## src/rtl/mem_sram_ctrl_pkg.sv

```systemverilog
// Shared constants and FSM encoding for the MEM-stage SRAM controller.
// The controller splits each 32-bit access into two 16-bit SRAM half-accesses.
package mem_sram_ctrl_pkg;

  localparam int DEF_WORD_LEN      = 32;
  localparam int DEF_SRAM_DW       = 16;
  localparam int DEF_SRAM_AW       = 18;
  localparam int DEF_WAIT_CYCLES   = 2;
  localparam int DEF_DATA_MEM_BASE = 1024;
  localparam int TIMER_W           = 4;

  typedef enum logic [1:0] {
    ST_IDLE,
    ST_LO,
    ST_HI,
    ST_DONE
  } state_e;

endpackage

```

## src/rtl/sram_phase_timer.sv

```systemverilog
// Loadable down-counter that times one SRAM half-access.
// The last_o flag marks the final cycle of the phase.
module sram_phase_timer
  import mem_sram_ctrl_pkg::*;
#(
  parameter logic [TIMER_W-1:0] LOAD_VAL = TIMER_W'(1)
) (
  input  logic clk_i,
  input  logic rst_i,
  input  logic start_i,
  output logic last_o
);

  logic [TIMER_W-1:0] count_q, count_d;

  always_comb begin
    count_d = count_q;
    if (start_i) begin
      count_d = LOAD_VAL;
    end else if (count_q != '0) begin
      count_d = count_q - TIMER_W'(1);
    end
  end

  always_ff @(posedge clk_i) begin
    if (rst_i) begin
      count_q <= '0;
    end else begin
      count_q <= count_d;
    end
  end

  assign last_o = (count_q == '0);

endmodule

```

## src/rtl/mem_sram_ctrl.sv

```systemverilog
// MEM-stage data-memory controller: turns a 32-bit load/store into two
// timed 16-bit SRAM accesses and freezes the pipeline while it runs.
module mem_sram_ctrl
  import mem_sram_ctrl_pkg::*;
#(
  parameter int WORD_LEN      = DEF_WORD_LEN,
  parameter int SRAM_DW       = DEF_SRAM_DW,
  parameter int SRAM_AW       = DEF_SRAM_AW,
  parameter int WAIT_CYCLES   = DEF_WAIT_CYCLES,
  parameter int DATA_MEM_BASE = DEF_DATA_MEM_BASE
) (
  input  logic                clk,
  input  logic                rst,
  input  logic                MEM_R_EN,
  input  logic                MEM_W_EN,
  input  logic [WORD_LEN-1:0] address,
  input  logic [WORD_LEN-1:0] writeData,
  output logic [WORD_LEN-1:0] memData,
  output logic                ready,
  output logic [SRAM_AW-1:0]  SRAM_ADDR,
  output logic [SRAM_DW-1:0]  SRAM_DQ_O,
  input  logic [SRAM_DW-1:0]  SRAM_DQ_I,
  output logic                SRAM_DQ_OE,
  output logic                SRAM_WE_N
);

  localparam int                 WORD_AW    = SRAM_AW - 1;
  localparam logic [TIMER_W-1:0] TIMER_LOAD = TIMER_W'(WAIT_CYCLES - 1);

  state_e              state_q, state_d;
  logic [WORD_AW-1:0]  word_q, word_d;
  logic [WORD_LEN-1:0] wdata_q, wdata_d;
  logic                isWrite_q, isWrite_d;
  logic [SRAM_DW-1:0]  memLo_q, memLo_d;
  logic [SRAM_DW-1:0]  memHi_q, memHi_d;

  logic                request;
  logic                timerStart;
  logic                timerLast;
  logic                inPhase;
  logic                hiPhase;
  logic                driveWrite;
  logic [WORD_LEN-1:0] offset;
  logic                unusedOffsetBits;

  assign request = MEM_R_EN | MEM_W_EN;
  assign offset  = address - WORD_LEN'(DATA_MEM_BASE);
  // Byte-offset bits and bits beyond the SRAM range do not reach the pads.
  assign unusedOffsetBits = ^{offset[WORD_LEN-1:SRAM_AW+1], offset[1:0]};

  sram_phase_timer #(
    .LOAD_VAL(TIMER_LOAD)
  ) u_timer (
    .clk_i  (clk),
    .rst_i  (rst),
    .start_i(timerStart),
    .last_o (timerLast)
  );

  always_comb begin
    state_d    = state_q;
    word_d     = word_q;
    wdata_d    = wdata_q;
    isWrite_d  = isWrite_q;
    memLo_d    = memLo_q;
    memHi_d    = memHi_q;
    timerStart = 1'b0;
    case (state_q)
      ST_IDLE: begin
        if (request) begin
          word_d     = offset[SRAM_AW:2];
          wdata_d    = writeData;
          isWrite_d  = MEM_W_EN;
          timerStart = 1'b1;
          state_d    = ST_LO;
        end
      end
      ST_LO: begin
        if (timerLast) begin
          if (!isWrite_q) memLo_d = SRAM_DQ_I;
          timerStart = 1'b1;
          state_d    = ST_HI;
        end
      end
      ST_HI: begin
        if (timerLast) begin
          if (!isWrite_q) memHi_d = SRAM_DQ_I;
          state_d = ST_DONE;
        end
      end
      ST_DONE: state_d = ST_IDLE;
      default: state_d = ST_IDLE;
    endcase
  end

  always_ff @(posedge clk) begin
    if (rst) begin
      state_q   <= ST_IDLE;
      word_q    <= '0;
      wdata_q   <= '0;
      isWrite_q <= 1'b0;
      memLo_q   <= '0;
      memHi_q   <= '0;
    end else begin
      state_q   <= state_d;
      word_q    <= word_d;
      wdata_q   <= wdata_d;
      isWrite_q <= isWrite_d;
      memLo_q   <= memLo_d;
      memHi_q   <= memHi_d;
    end
  end

  // Pads stay quiet while reset is held, even before the state register clears.
  assign inPhase    = ((state_q == ST_LO) || (state_q == ST_HI)) && !rst;
  assign hiPhase    = (state_q == ST_HI);
  assign driveWrite = inPhase && isWrite_q;

  always_comb begin
    ready      = 1'b0;
    SRAM_ADDR  = '0;
    SRAM_DQ_O  = '0;
    SRAM_DQ_OE = 1'b0;
    SRAM_WE_N  = 1'b1;
    if (rst) begin
      ready = 1'b1;
    end else begin
      case (state_q)
        ST_IDLE: ready = ~request;
        ST_DONE: ready = 1'b1;
        default: ready = 1'b0;
      endcase
    end
    if (inPhase) begin
      SRAM_ADDR = {word_q, hiPhase};
    end
    if (driveWrite) begin
      SRAM_DQ_OE = 1'b1;
      SRAM_DQ_O  = hiPhase ? wdata_q[WORD_LEN-1:SRAM_DW] : wdata_q[SRAM_DW-1:0];
      // Strobe released on the final phase cycle for address/data hold.
      SRAM_WE_N  = timerLast;
    end
  end

  assign memData = {memHi_q, memLo_q};

endmodule

```

## config.mk

```make
export PLATFORM = sky130hd
export DESIGN_NAME = mem_sram_ctrl
export DESIGN_NICKNAME = d
export VERILOG_FILES = /design/src/rtl/mem_sram_ctrl_pkg.sv /design/src/rtl/sram_phase_timer.sv /design/src/rtl/mem_sram_ctrl.sv
export SDC_FILE = /design/constraint.sdc
export NUM_CORES = 1
export LEC_CHECK = 0
export CORE_ASPECT_RATIO = 1.4
export CORE_MARGIN = 5
export CORE_UTILIZATION = 47
export CTS_CLUSTER_DIAMETER = 30
export DETAILED_ROUTE_END_ITERATION = 6
export PLACE_DENSITY_LB_ADDON = 0.12
export SETUP_SLACK_MARGIN = 0.4
export SYNTH_ARGS = -nofsm -noshare
export SYNTH_HDL_FRONTEND = slang
export SYNTH_SLANG_ARGS = --single-unit
```

## constraint.sdc

```tcl
create_clock -name clk -period 3.95 [get_ports clk]
set_clock_uncertainty 0.1 [all_clocks]
set_input_delay 0.395 -clock clk [delete_from_list [all_inputs] [get_ports clk]]
set_output_delay 0.395 -clock clk [all_outputs]
set_load 0.005 [all_outputs]
```

* Yosys cells after proc, flatten, opt, wreduce, memory -nomap -nowiden
Index checks and enable logic that the tools add are counted.
Operators by class: add/subtract/negate cells 2, equality and inequality tests 6, mux-type cells 16, bitwise logic cells 3, reduce and logical (&&, ||, !) cells 13
Operator list (number):
- $mux 16 | 2
- $sub 19x11->19 const B | 1
- $mux 18 | 1
- $reduce_and 3->1 | 3
- $pmux 2 s4 | 1
- $mux 1 | 7
- $mux 2 | 3
- $ne 2x2->1 const B | 3
- $eq 2x2->1 const B | 2
- $logic_not 4->1 | 1
- $pmux 1 s2 | 2
- $reduce_bool 4->1 | 1
- $sub 4x1->4 const B | 1
- $eq 2x1->1 const B | 1
- $logic_and 1x1->1 | 2
- $logic_not 2->1 | 1
- $not 1->1 | 2
- $reduce_and 2->1 | 1
- $reduce_bool 2->1 | 1
- $reduce_or 2->1 | 1
- $logic_not 1->1 | 1
- $logic_or 1x1->1 | 1
- $or 1x1->1 | 1
Storage, ports and cells: flip-flop bits (word level) 88, input bits 84, output and inout bits 69, logic and storage cells 48

* Longest topological paths before layout
depth in word-level cells 5, gate-level depth with buffers 7

* Modules after synthesis
From an unflattened synthesis, not the netlist that was laid out.
Second synthesis, totals: cells, all modules 471, area total of the unflattened synthesis 3704.8 µm²
Modules (own cells, without submodules):
- mem_sram_ctrl | times used 1, cells each 451, area each 3502.1 µm²
- sram_phase_timer | times used 1, cells each 20, area each 202.7 µm²

* Least setup slack after synthesis
No wires, ideal clock.
kind flip-flop to output port, start reg state_q[0], end out SRAM_ADDR[10], data arrival time 1.470 ns, slack 1.985 ns, cell stages (with the launch flop) 7, cells stage by stage dfxtp_1 -> inv_1 -> ha_1 -> nor2b_1 -> clkbuf_1 -> clkbuf_1 -> and2_1
On the way: cells in the longest elaborated chain, start to end 4, elaborated cells between the ends (all ways) 5
Ends and longest elaborated chain:
- start, declared | RTL line mem_sram_ctrl.sv:30 | state_e state_q, state_d;
- start signal, assigned | RTL line mem_sram_ctrl.sv:105 | state_q <= state_d;
- $eq 2x1->1 / $eq 2x2->1 (equally long branches) | RTL line mem_sram_ctrl.sv:115 | assign inPhase = ((state_q == ST_LO) || (state_q == ST_HI)) && !rst;
- $logic_or 1x1->1 (*) | RTL line mem_sram_ctrl.sv:115
- $logic_and 1x1->1 (*) | RTL line mem_sram_ctrl.sv:115
- $mux 18 (*) | RTL line mem_sram_ctrl.sv:134 | if (inPhase) begin
- end, declared | RTL line mem_sram_ctrl.sv:20 | output logic [SRAM_AW-1:0] SRAM_ADDR,
Mark *: on every way between the ends. The rest lies on a longest branch, timed or not.

* Worst setup path in the final report
start reg state_q[0], end out SRAM_DQ_O[0]
On the way: cells in the longest elaborated chain, start to end 5, elaborated cells between the ends (all ways) 7
Ends and longest elaborated chain:
- $eq 2x1->1 / $eq 2x2->1 (equally long branches) | RTL line mem_sram_ctrl.sv:115, mem_sram_ctrl.sv:116
- $logic_or 1x1->1 | RTL line mem_sram_ctrl.sv:115
- $logic_and 1x1->1 | RTL line mem_sram_ctrl.sv:115
- $logic_and 1x1->1 | RTL line mem_sram_ctrl.sv:117 | assign driveWrite = inPhase && isWrite_q;
- $mux 16 (*) | RTL line mem_sram_ctrl.sv:137 | if (driveWrite) begin
- end, declared | RTL line mem_sram_ctrl.sv:21 | output logic [SRAM_DW-1:0] SRAM_DQ_O,
Marked as above.

==> results.md <==
* Leak pwr at 0.00190 uW
* Final WL at 10.1 mm
* Final Max Slew Viols at 0
* Pwr/cell area at 584 mW/mm2
* Met2 usage at 35.5%
* Most frequent cells in the layout: clkdlybuf4s50_1 (136), dfxtp_1 (88), nand2_1 (84), a21oi_1 (73), nand3_1 (33)
* Period utilisation layout at 81.4%
* R2r startpoint: state_q[0]
* WHS Endpoint: wdata_q[4]
* TritonCTS clock tree: yes
* Skew-Pair Late Insertion Delay at 0.35 ns
* Post-synth net total at 568
* Complex-gate fraction of the synthesized area at 18.0%
* R2r endpoint: u_timer.count_q[3]
* Run status: finished, final reports clean
* All-Layer GR Usage at 20.3%
* CP Class: reg2out
* Site row count at 38
* Drt first pass iters at 4
* Fin nets at 685
* Gpl congestion at 0.840
* First-pass GRT wire length at 16.4 mm
* Register-to-register setup slack at 1.65 ns
* DR DRC count at 0
* CORE AREA at 0.00785 mm2
* Crit path from: state_q[0]
* Actual slew at the worst max-slew pin at 0.913 ns
* Initial drt markers at 196
* Vias at 3,729
* Fin Setup TNS at 0 ns
* YS warnings at 0
* CP Capture Type: output port
* Gate Count Post-Synth at 476
* Die Footprint at 0.0100 mm2
* Period minus WS final at 3.22 ns
* GR peak layer: met2
* Wire length per cell at 14.6 um
* Sequential share of the synthesized area at 46.4%
* Hold buffers post-CTS at 0
* Top FF cell, synth: dfxtp_1
* Hold path cells at 2
* Combinational family with the most area after synthesis: simple AND/OR/NAND/NOR gates
* Final hold violations at 0
* F_max at 0.311 GHz
* Final setup fails at 0
* CTS Buf Count at 9
* Met1 Resource Use GR at 23.3%
* Final Instance Area at 0.00538 mm2
* Most common cell after layout, fill and taps aside: clkdlybuf4s50_1
* FFs w/ async S/R, synth at 0%
* Synth cell types at 39
* EDFF count, synth at 0
* N_diodes at 0
* Layout cells sized above 1 at 4.37%
* Detailed placement HPWL at 7.18 mm
* Worst Hold Slack at 0.344 ns
* Worst Path Required at 3.45 ns
* Worst vdd ir at 298 uV
* CP Launch Type: flop
* Die Width at 86.0 um
* Initial antenna violation count at 0
* Clk sinks at 88
* DR vias/cell at 5.37
* PortBufs at 137
* CTS Buffer Depth at 2
* RSZ-0062 raised after global routing: no
* Maxcap violations at 0
* HP Start: rst
* Gr ovfl total at 0
* Mapped cell area at 0.00380 mm2
* Hold Path Class: in2reg
* Post-route antenna net violation count at 0
* Syn Area/Cell at 7.98 um2
* Worst reg-to-reg path cell count at 6
* XOR/XNOR Fraction of Synth Area at 0.922%
* Simple-gate portion of the synthesized area at 22.9%
* Total setup buffers inserted after CTS at 0
* Ports at 153
* H-tree Lvls at 3
* Starting Density at 48.4%
* Area Overhead vs Synth at 41.6%
* Largest net degree at the start of global routing at 72
* Clock Pin Slew Worst Setup and Hold Paths at 0.08 ns
* CTS resizes at 0
* Mux share of post-synthesis cell area at 4.51%
* Height of the chip at 116 um
* Data arrival, critical path at 2.72 ns
* Vias in the first global route at 3,584
* Met3 Resource Use GR at 4.80%
* FF+latch count, synth at 88
* Post-synthesis adder-cell area fraction at 2.64%
* Post-DP Area at 0.00522 mm2
* Clock Root Buffer: clkbuf_8
* Largest fanout on the critical path at 20
* Worst rel slew slack at 39.1%
-- routing by layer --
layer / up-vias / wire length (um)
li1: 1854 / -
met5: - / 0
met4: 0 / 228
met1: 1731 / 4070
met3: 16 / 687
met2: 128 / 5130
-- sequential cells by signal (all words and copies together), names as in the netlist --
name and cells:
memLo_q 16, memHi_q 16, state_q 2, isWrite_q 1, word_q 17, wdata_q 32, u_timer.count_q 4
-- cells by family (layout without fill, tap and decap cells) --
kind of cell,count (synthesis),count (layout)
flip-flops,88,88
buffers and inverters,46,165
adder cells (fa/ha/maj),8,8
multiplexers,17,17
XOR/XNOR,4,4
AND/OR/NAND/NOR,187,187
AO/OA/AOI/OAI,126,126
-- synth_stat cells, drive strengths merged (2+ instances only) --
cell,count,area (um2)
a21oi,73,365
a311oi,2,17.5
nor3,2,10.0
mux2i,16,160
nor3b,3,22.5
xnor2,3,26.3
a211oi,9,67.6
inv,9,33.8
ha,8,100
o21ai,34,170
dfxtp,88,1760
nor4,5,31.3
buf,8,32.5
and2,17,106
nand2,84,315
and4,3,26.3
clkbuf,29,109
nand3,33,165
nor2,31,116
o21bai,2,15.0
-- worst max path at each step --
stage | to | slack (ns) | cells past startpoint
floorplan | SRAM_ADDR[10] | 1.99 | 6
global placement | SRAM_DQ_O[14] | 1.20 | 7
detailed placement | SRAM_DQ_O[0] | 1.12 | 7
CTS | SRAM_DQ_O[0] | 0.72 | 7
global route | SRAM_DQ_O[3] | 0.49 | 7
finish | SRAM_DQ_O[0] | 0.73 | 7
-- report_power, final --
group	switching (uW)	internal (uW)	total, uW
Combinational	831	581	1410
Clock	284	252	536
Sequential	107	1090	1190
Total	1220	1920	3140
-- metrics by stage --
step,setup WS [ns],utilization (%),instances,total power (uW)
floorplan,1.99,-,476,2130
detailed placement,1.12,66.5,682,2640
finish,0.734,68.5,695,3140
global route,0.492,68.5,695,3390
global placement,1.20,66.5,682,2600
CTS,0.718,68.5,695,3180
-- critical path, stage by stage, from the launching register on --
cell	delay, ns
dfxtp_1	0.38
inv_1	0.12
ha_1	0.30
nor2b_1	0.12
buf_4	0.22
nand2_1	0.42
nor2_1	0.26
clkdlybuf4s50_1	0.54
-- final cells by class --
cell class              instances  area [um2]
flip-flops and latches         88        1760
well taps                     100         125
clock inverters                 1        5.00
clock buffers                  12         155
repair buffers                143        1410
multi-input cells             342        1890
inverters                       9        33.8
fillers                       663        2470
Power figures use the tool's default switching activity.
